`config.mk`:
```
export PLATFORM = sky130hd
export DESIGN_NAME = ahb_bus_decoder_mux
export DESIGN_NICKNAME = d
export VERILOG_FILES = /design/src/rtl/ahb_bus_decoder_mux.sv
export SDC_FILE = /design/constraint.sdc
export NUM_CORES = 1
export LEC_CHECK = 0
export CAP_MARGIN = 40
export CORE_AREA = 2 2 98 100
export CTS_BUF_LIST = sky130_fd_sc_hd__clkbuf_2
export DETAILED_ROUTE_END_ITERATION = 8
export DIE_AREA = 0 0 100 102
export PLACE_DENSITY = 0.88
export REMOVE_ABC_BUFFERS = 1
export SETUP_SLACK_MARGIN = 0.4
export SLEW_MARGIN = 40
export SYNTH_ARGS = -nofsm -noshare
export SYNTH_HDL_FRONTEND = slang
export SYNTH_SLANG_ARGS = --single-unit
```
`constraint.sdc`:
```
create_clock -name HCLK -period 4.83 [get_ports HCLK]
set_input_delay 0.966 -clock HCLK [delete_from_list [all_inputs] [get_ports HCLK]]
set_output_delay 0.966 -clock HCLK [all_outputs]
set_load 0.05 [all_outputs]
```
`src/rtl/ahb_bus_decoder_mux.sv`:
```
// AHB-Lite interconnect back end: one-hot address decode, data-phase response
// multiplexing, and a default slave that answers unmapped active transfers with ERROR.
module ahb_bus_decoder_mux #(
  parameter int SLV_NUM    = 4,
  parameter int ADDR_WIDTH = 32,
  parameter int DATA_WIDTH = 32,
  parameter logic [SLV_NUM*ADDR_WIDTH-1:0] SLV_BASE =
    {32'h1000_1000, 32'h1000_0000, 32'h0C00_0000, 32'h0200_0000},
  parameter logic [SLV_NUM*ADDR_WIDTH-1:0] SLV_MASK =
    {32'hFFFF_F000, 32'hFFFF_F000, 32'hFC00_0000, 32'hFFFF_0000}
) (
  input  logic                          HCLK,
  input  logic                          HRESET,
  input  logic [ADDR_WIDTH-1:0]         HADDR,
  input  logic [1:0]                    HTRANS,
  output logic [SLV_NUM-1:0]            HSEL,
  input  logic [SLV_NUM*DATA_WIDTH-1:0] HRDATA_S,
  input  logic [SLV_NUM-1:0]            HREADYOUT_S,
  input  logic [SLV_NUM-1:0]            HRESP_S,
  output logic [DATA_WIDTH-1:0]         HRDATA,
  output logic                          HREADY,
  output logic                          HRESP,
  output logic [7:0]                    err_cnt,
  output logic [ADDR_WIDTH-1:0]         err_addr
);

  typedef enum logic [1:0] {DS_IDLE, DS_ERR1, DS_ERR2} ds_state_t;

  logic [SLV_NUM-1:0]    match;
  logic                  dflt_sel;
  logic                  trans_act;
  logic                  ds_start;
  logic [SLV_NUM:0]      dsel;
  logic                  dtrans_act;
  ds_state_t             ds_state;
  ds_state_t             ds_state_nxt;
  logic [DATA_WIDTH-1:0] rdata_mux;
  logic                  ready_mux;
  logic                  resp_mux;
  logic                  ds_ready;
  logic                  ds_resp;

  function automatic logic [7:0] sat_inc8(input logic [7:0] v);
    return (v == 8'hFF) ? v : v + 8'd1;
  endfunction

  // Address phase: decode
  for (genvar i = 0; i < SLV_NUM; i++) begin : g_match
    assign match[i] = (HADDR & SLV_MASK[i*ADDR_WIDTH +: ADDR_WIDTH])
                      == SLV_BASE[i*ADDR_WIDTH +: ADDR_WIDTH];
  end

  // Keeping only the lowest set bit resolves overlapping ranges to the lowest index.
  assign HSEL      = match & (~match + SLV_NUM'(1));
  assign dflt_sel  = ~|match;
  assign trans_act = (HTRANS == 2'b10) || (HTRANS == 2'b11);
  assign ds_start  = HREADY && dflt_sel && trans_act;

  // Address -> data phase: owner register
  always_ff @(posedge HCLK or posedge HRESET) begin
    if (HRESET) begin
      dsel       <= {1'b1, {SLV_NUM{1'b0}}};
      dtrans_act <= 1'b0;
    end else if (HREADY) begin
      dsel       <= {dflt_sel, HSEL};
      dtrans_act <= HTRANS[1];
    end
  end

  always_ff @(posedge HCLK or posedge HRESET) begin
    if (HRESET) begin
      ds_state <= DS_IDLE;
    end else begin
      ds_state <= ds_state_nxt;
    end
  end

  always_comb begin
    ds_state_nxt = ds_state;
    case (ds_state)
      DS_IDLE: if (ds_start) ds_state_nxt = DS_ERR1;
      DS_ERR1: ds_state_nxt = DS_ERR2;
      DS_ERR2: ds_state_nxt = ds_start ? DS_ERR1 : DS_IDLE;
      default: ds_state_nxt = DS_IDLE;
    endcase
  end

  // The error states only ever hold an active default-slave data phase.
  always_comb begin
    ds_ready = 1'b1;
    ds_resp  = 1'b0;
    if (dtrans_act) begin
      ds_ready = (ds_state != DS_ERR1);
      ds_resp  = (ds_state != DS_IDLE);
    end
  end

  always_ff @(posedge HCLK or posedge HRESET) begin
    if (HRESET) begin
      err_cnt  <= '0;
      err_addr <= '0;
    end else if (ds_start) begin
      err_cnt  <= sat_inc8(err_cnt);
      err_addr <= HADDR;
    end
  end

  // Data phase: response mux
  always_comb begin
    rdata_mux = '0;
    ready_mux = 1'b0;
    resp_mux  = 1'b0;
    for (int i = 0; i < SLV_NUM; i++) begin
      if (dsel[i]) begin
        rdata_mux = rdata_mux | HRDATA_S[i*DATA_WIDTH +: DATA_WIDTH];
        ready_mux = ready_mux | HREADYOUT_S[i];
        resp_mux  = resp_mux | HRESP_S[i];
      end
    end
  end

  assign HRDATA = dsel[SLV_NUM] ? '0 : rdata_mux;
  assign HREADY = dsel[SLV_NUM] ? ds_ready : ready_mux;
  assign HRESP  = dsel[SLV_NUM] ? ds_resp : resp_mux;

endmodule
```
Word level (Yosys, flattened, before mapping)
Cells that the tools add are included.
- register bits after elaboration: 48
- input bits: 172
- output and inout bits: 78
- word-level logic and storage cells: 58
- add/sub/neg operators: 2
- equality and inequality tests: 11
- mux-type cells: 20
- bitwise logic cells: 12
- reductions and logical operators: 8
- operators with widths (cell ; number):
    $mux 32 ; 5
    $or 32x32->32 ; 3
    $eq 20x17->1 const B ; 2
    $eq 16x10->1 const B ; 1
    $mux 1 ; 13
    $add 8x1->8 const B ; 1
    $eq 8x8->1 const B ; 1
    $eq 2x2->1 const B ; 3
    $eq 6x2->1 const B ; 1
    $or 1x1->1 ; 6
    $pmux 2 s3 ; 1
    $add 4x1->4 const B ; 1
    $and 4x4->4 ; 1
    $not 4->4 ; 1
    $reduce_or 4->1 ; 1
    $eq 2x1->1 const B ; 1
    $logic_and 1x1->1 ; 2
    $logic_not 2->1 ; 1
    $mux 2 ; 1
    $ne 2x1->1 const B ; 1
    $ne 2x2->1 const B ; 1
    $reduce_and 2->1 ; 1
    $reduce_bool 2->1 ; 1
    $logic_not 1->1 ; 1
    2 further kinds ; 2

Logic depth before layout (Yosys ltp)
Gate-level depths: netlist of the first run.
- depth after elaboration: 12
- depth in mapped cells: 7

Worst setup path before layout of the first run
OpenSTA, ideal clock, no wires.
- path kind: input to output
- from: input HADDR[16]
- to: output HSEL[0]
- arrival time: 2.694 ns
- required time: 3.864 ns
- slack: 1.170 ns
- stages on the path: 3
- path buffers: 0
- path through: nor4_1 -> nand4_1 -> nor3b_1
- word-level cells in the longest chain between the ends: 4
- ends and longest elaborated chain (element ; RTL line ; text):
    start: declaration ; 14 ; input logic [ADDR_WIDTH-1:0] HADDR,
    $eq 16x10->1 (*) ; 50 ; == SLV_BASE[i*ADDR_WIDTH +: ADDR_WIDTH];
    $not 4->4 ; 54 ; assign HSEL = match & (~match + SLV_NUM'(1));
    $add 4x1->4 ; 54 ;
    $and 4x4->4 (*) ; 54 ;
    end: declaration ; 16 ; output logic [SLV_NUM-1:0] HSEL,
Mark *: on every way between the ends. The rest lies on a longest branch, timed or not.

Worst setup path in the final report of the first run
- from: input HREADYOUT_S[0]
- to: output HREADY
- word-level cells in the longest chain between the ends: 8
- ends and longest elaborated chain (element ; RTL line ; text):
    start: declaration ; 18 ; input logic [SLV_NUM-1:0] HREADYOUT_S,
    $mux 1 (*) ; 114 ; if (dsel[i]) begin
    $or 1x1->1 ; 116 ; ready_mux = ready_mux | HREADYOUT_S[i];
    $mux 1 (*) ; 114 ;
    $or 1x1->1 ; 116 ;
    $mux 1 (*) ; 114 ;
    $or 1x1->1 ; 116 ;
    $mux 1 (*) ; 114 ;
    $mux 1 (*) ; 123 ; assign HREADY = dsel[SLV_NUM] ? ds_ready : ready_mux;
    end: declaration ; 21 ; output logic HREADY,
Marks and branches as above.

==> results_dict.tcl, run 1 <==
set metrics [dict create \
    cp-start-kind "input port" \
    skew_ns 0.0185 \
    clk_pin_slew_worst_paths_ns 0.26 \
    arrival_ns 3.04 \
    placed_cells 606 \
    setup_tns_ns 0 \
    cts_tree "built" \
    timing.rr.start "dsel[0]" \
    grt_usage 0.210 \
    cts_setup_buffers 0 \
    io_pins 250 \
    clkLatencyLatePin_ns 0.42 \
    hold_path_class "flop to flop" \
    setup_violations 0 \
    synth-edff-count 0 \
    crit_start "HREADYOUT_S[0]" \
    slew_violations 0 \
    p_leak_uw 0.00220 \
    yosysSeqAreaShare 0.434 \
    setup.worst_path.end "HREADY" \
    drive_gt1_frac 0.113 \
    cts.sinks 48 \
    utilization 0.591 \
    ir_worst_vdd_mv 0.157 \
    gp_congestion 0.840 \
    synth.distinct_cells 37 \
    drv_cap 0 \
    clock-root-buffer "clkbuf_2" \
    cp.required_ns 3.86 \
    critPathMaxFanout 9 \
    grt_pass1_vias 3191 \
    ctsHoldBuffers 0 \
    final_common_cell "clkdlybuf4s50_1" \
    die_w_microns 100 \
    tightest_slew_ns 0.592 \
    min_period_ns 4.01 \
    drc 0 \
    wl_per_cell_microns 19.3 \
    grt_pass1_wl_mm 16.7 \
    async_flop_share 1.00 \
    reg2regPathDepth 5 \
    power_density_nw_per_um2 135 \
    critPathSlowestCell "clkdlybuf4s50_1" \
    path_depth 4 \
    fin_cells 615 \
    wl_mm 11.9 \
    cts_resized 0 \
    dr.pass1.iters 4 \
    grt_start_max_net_pins 49 \
    htree_levels 2 \
    hold_viol 0 \
    synth-seq-cells 48 \
    synth_warnings 0 \
    die_area_sq_um 10200 \
    grt_overflow_total 0 \
    status "finished, final reports clean" \
    synth_area_sq_um 2770 \
    numPortBuffers 248 \
    critical_path_class "input port to output port" \
    vias 3178 \
    rsz0062_at_grt "false" \
    num-nets-final 675 \
    cts_buffers 5 \
    ant_nets 0 \
    avgSynthCellArea_sq_um 10.5 \
    coreArea_sq_um 9110 \
    drt_iter0_markers 148 \
    reg2reg_to "err_addr[1]" \
    fmaxAchievable_ghz 0.250 \
    mostFrequentLayoutCells "245 x clkdlybuf4s50_1, 64 x a22oi_1, 47 x dfrtp_1" \
    syn2layout_area_growth_pct 94.4 \
    crit_family "buffers and inverters" \
    die_h_microns 102 \
    worst_path_largest_cell_delay_ns 0.92 \
    slew_headroom 0.605 \
    cp-end-kind "output port" \
    std_cell_rows 35 \
    worstPathCellList "clkdlybuf4s50_1 > a222oi_1 > a21oi_2 > clkdlybuf4s50_1" \
    crit_path_frequent_cell "clkdlybuf4s50_1" \
    initial_utilization 0.304 \
    synthFlopType "dfrtp_1" \
    timing.reg2reg.setup_slack_ns 2.32 \
    avgViaCountPerCell 5.17 \
    place_hpwl_mm 9.38 \
    grt_antenna_before_repair 3 \
    path_buf_inv 2 \
    clock_path_buffers 2 \
    fin_crit_sh 0.830 \
    synthCells 264 \
]
[kinds of logic after synthesis]
group | synth area share
AO/OA/AOI/OAI | 0.268
multiplexers | 0.158
adder cells (fa/ha/maj) | 0.00452
buffers and inverters | 0.0483
XOR/XNOR | 0.0190
AND/OR/NAND/NOR | 0.0678
flip-flops | 0.434
[through the flow]
step / hold WS [ns] / total power (uW) / setup WS [ns] / area (sq um)
after CTS: 0.490 / 733 / 0.431 / 5370
after global routing: 0.521 / 756 / 0.698 / 5380
final: 0.493 / 728 / 0.822 / 5380
after global placement: 0.427 / 564 / 0.525 / 5330
after detailed placement: 0.460 / 567 / 0.433 / 5330
after floorplan: 0.412 / 420 / 1.17 / 2650
[sequential cells by signal, indices dropped and copies added, names as in the netlist]
signal,count
dtrans_act,1
ds_state,2
err_cnt,8
err_addr,32
dsel,5
[layer usage]
metal	vias up	global-route usage	share of wire
li1	1507	-	-
met4	4	0.0601	0.021
met2	142	0.390	0.53
met1	1504	0.227	0.36
met5	-	0	0.0020
met3	21	0.0705	0.092
[synth_stat cells (4+ instances only)]
| library cell | number | area share |
|---|---|---|
| nor3_1 | 8 | 0.014 |
| a22oi_1 | 64 | 0.17 |
| nand4_1 | 4 | 0.0090 |
| buf_2 | 5 | 0.0090 |
| mux2_2 | 37 | 0.15 |
| clkbuf_1 | 14 | 0.019 |
| inv_1 | 5 | 0.0068 |
| dfrtp_1 | 47 | 0.42 |
| a21oi_1 | 34 | 0.061 |
| nor4_1 | 4 | 0.0090 |
| xor2_1 | 5 | 0.016 |
[layout make-up]
type	count	area, sq um
inverters	5	21.3
multi-input cells	188	1440
repair buffers	254	2530
clock inverters	3	17.5
diodes	1	2.50
clock buffers	5	25.0
fillers	738	3720
flip-flops and latches	48	1200
well taps	111	139
[power breakdown]
part           internal [uW]  total (uW)  switching [uW]
clock network           35.5         167             131
logic                    122         158            36.5
registers                403         403               0
[worst min-delay path by stage]
stage	start	endpoint	slack (ns)	cells after the start
4_1_cts	ds_state[1]	ds_state[1]	0.49	1
2_1_floorplan	ds_state[1]	ds_state[1]	0.41	1
5_1_grt	ds_state[1]	ds_state[1]	0.52	1
3_5_place_dp	ds_state[0]	ds_state[0]	0.46	1
3_3_place_gp	ds_state[1]	ds_state[1]	0.43	1
6_report	ds_state[1]	ds_state[1]	0.49	1
Power figures use the tool's default switching activity.
==> inputs of run 2 (changes only) <==
- CORE_AREA: 2 2 98 100 -> default
- CORE_MARGIN: default -> 2
- CORE_UTILIZATION: default -> 32
- DIE_AREA: 0 0 100 102 -> default
- PLACE_DENSITY: 0.88 -> 0.92
- clock period: 4.83 -> 3.9 ns (I/O delays scaled with it)
==> run 2 against run 1 <==
Hold slack got worse by 0.022 ns. Count of clock-buffer cells in the layout increased by 2. Cell area increased by 0.88%. Clock power increased by 22%. Register-to-register slack got worse by 0.88 ns. Critical path depth increased by 1. Sequential cell count unchanged. Combinational power increased by 25%. Total power increased by 24%. Core utilization increased by 6.3 points. Critical path type unchanged. Critical endpoint is now HSEL[0]. Largest power group unchanged.
==> results_dict.tcl, run 2 (same netlist as run 1, synthesis figures left out) <==
set metrics [dict create \
    status "finished, final reports clean" \
    syn2layout_area_growth_pct 96.2 \
    cts_tree "built" \
    ant_nets 0 \
    final_common_cell "clkdlybuf4s50_1" \
    avgViaCountPerCell 5.36 \
    cp-end-kind "output port" \
    reg_top3 "err_addr x32, err_cnt x8, dsel x5" \
    fin_crit_sh 0.879 \
    min_period_ns 3.43 \
    critical_path_class "input port to output port" \
    cts_setup_buffers 0 \
    critPathMaxFanout 6 \
    drt_iter0_markers 178 \
    slew_violations 0 \
    hold_path_class "flop to flop" \
    setup_tns_ns 0 \
    drc 0 \
    holdWs_ns 0.470 \
    power_density_nw_per_um2 166 \
    cts_buffers 5 \
    clock-root-buffer "clkbuf_2" \
    wl_per_cell_microns 19.7 \
    slew_headroom 0.605 \
    largest_reg_flops 32 \
    grt_overflow_total 0 \
    setup_violations 0 \
    grt_antenna_before_repair 1 \
    clk_pin_slew_worst_paths_ns 0.23 \
    vias 3266 \
    arrival_ns 2.65 \
    grt_pass1_vias 3443 \
    skew_ns 0.0281 \
    fill_cells 639 \
    fmaxAchievable_ghz 0.292 \
    timing.rr.start "dsel[0]" \
    drv_cap 0 \
    numPortBuffers 248 \
    cp-start-kind "input port" \
    hold_viol 0 \
    dr.pass1.iters 5 \
    coreArea_sq_um 8300 \
    tightest_slew_ns 0.592 \
    cts.sinks 48 \
    rsz0062_at_grt "true" \
    p_leak_uw 0.00217 \
    io_pins 250 \
    top_register "err_addr" \
    num-nets-final 675 \
    ir_worst_vdd_mv 0.235 \
    die_w_microns 97.0 \
    cts_resized 0 \
    drive_gt1_frac 0.129 \
    ctsHoldBuffers 0 \
    die_h_microns 97.0 \
    place_hpwl_mm 9.61 \
    initial_utilization 0.334 \
    grt_pass1_wl_mm 18.3 \
    mostFrequentLayoutCells "243 x clkdlybuf4s50_1, 64 x a22oi_1, 45 x dfrtp_1" \
    wl_mm 12.0 \
    crit_start "HADDR[17]" \
    htree_levels 2 \
    gp_congestion 1.01 \
    cp.required_ns 3.12 \
    std_cell_rows 33 \
    clock_path_buffers 2 \
    grt_start_max_net_pins 49 \
    worstHoldStart "ds_state[1]" \
    grt_usage 0.242 \
    clkLatencyLatePin_ns 0.42 \
    die_area_sq_um 9410 \
]
[run 2: cell count changes in the layout (fill, tap and decap cells not counted)]
cell,change
buf_4,-1
dfrtp_1,-2
dlymetal6s2s_1,-3
clkbuf_2,+2
clkdlybuf4s50_1,-2
clkinv_1,-1
dfrtp_2,+2
buf_12,+6
inv_6,-1
[run 2: worst max-delay path, cell delays in order]
cell	delay (ns)
clkdlybuf4s50_1	0.44
nor4_1	0.35
nand4_1	0.35
nor3b_1	0.52
buf_12	0.20
[run 2: layout make-up]
type | count | area, sq um | area share
Clock buffer | 7 | 35.0 | 0.00645
Sequential cell | 48 | 1200 | 0.222
Tap cell | 105 | 131 | 0.0242
Multi-Input combinational cell | 188 | 1440 | 0.265
Timing Repair Buffer | 254 | 2590 | 0.477
Antenna cell | 1 | 2.50 | 0.000461
Inverter | 5 | 21.3 | 0.00392
Clock inverter | 1 | 5.00 | 0.000921
[run 2: worst paths after layout]
path	endpoint	slack, ns	cells after the start
setup / recovery	HSEL[0]	0.47	5
hold / removal	ds_state[1]	0.47	1
setup reg to reg	err_addr[31]	1.44	6
hold reg to reg	ds_state[1]	0.47	1
max in group asynchronous	dsel[2]	2.73	2
min in group asynchronous	err_addr[30]	0.74	2
[run 2: layer usage]
| layer | routed length [microns] | GRT usage | vias to the layer above |
|---|---|---|---|
| li1 | - | - | 1507 |
| met1 | 4370 | 0.276 | 1568 |
| met2 | 6380 | 0.449 | 167 |
| met3 | 907 | 0.0556 | 24 |
| met4 | 316 | 0.0704 | 0 |
| met5 | 0 | 0 | - |
[run 2: through the flow]
step	utilization	std cells	power (uW)	area (sq um)	setup WS (ns)
6_report	0.654	609	901	5430	0.472
5_1_grt	0.654	609	939	5430	0.321
4_1_cts	0.654	608	907	5430	0.461
3_5_place_dp	0.649	600	704	5390	0.496
3_3_place_gp	0.649	600	699	5380	0.550
2_1_floorplan	-	241	520	2650	0.612
[run 2: power breakdown]
group          switching, uW  internal [uW]  total [uW]
sequential                 0            499         499
combinational           46.5            151         198
clock                    155           48.9         204
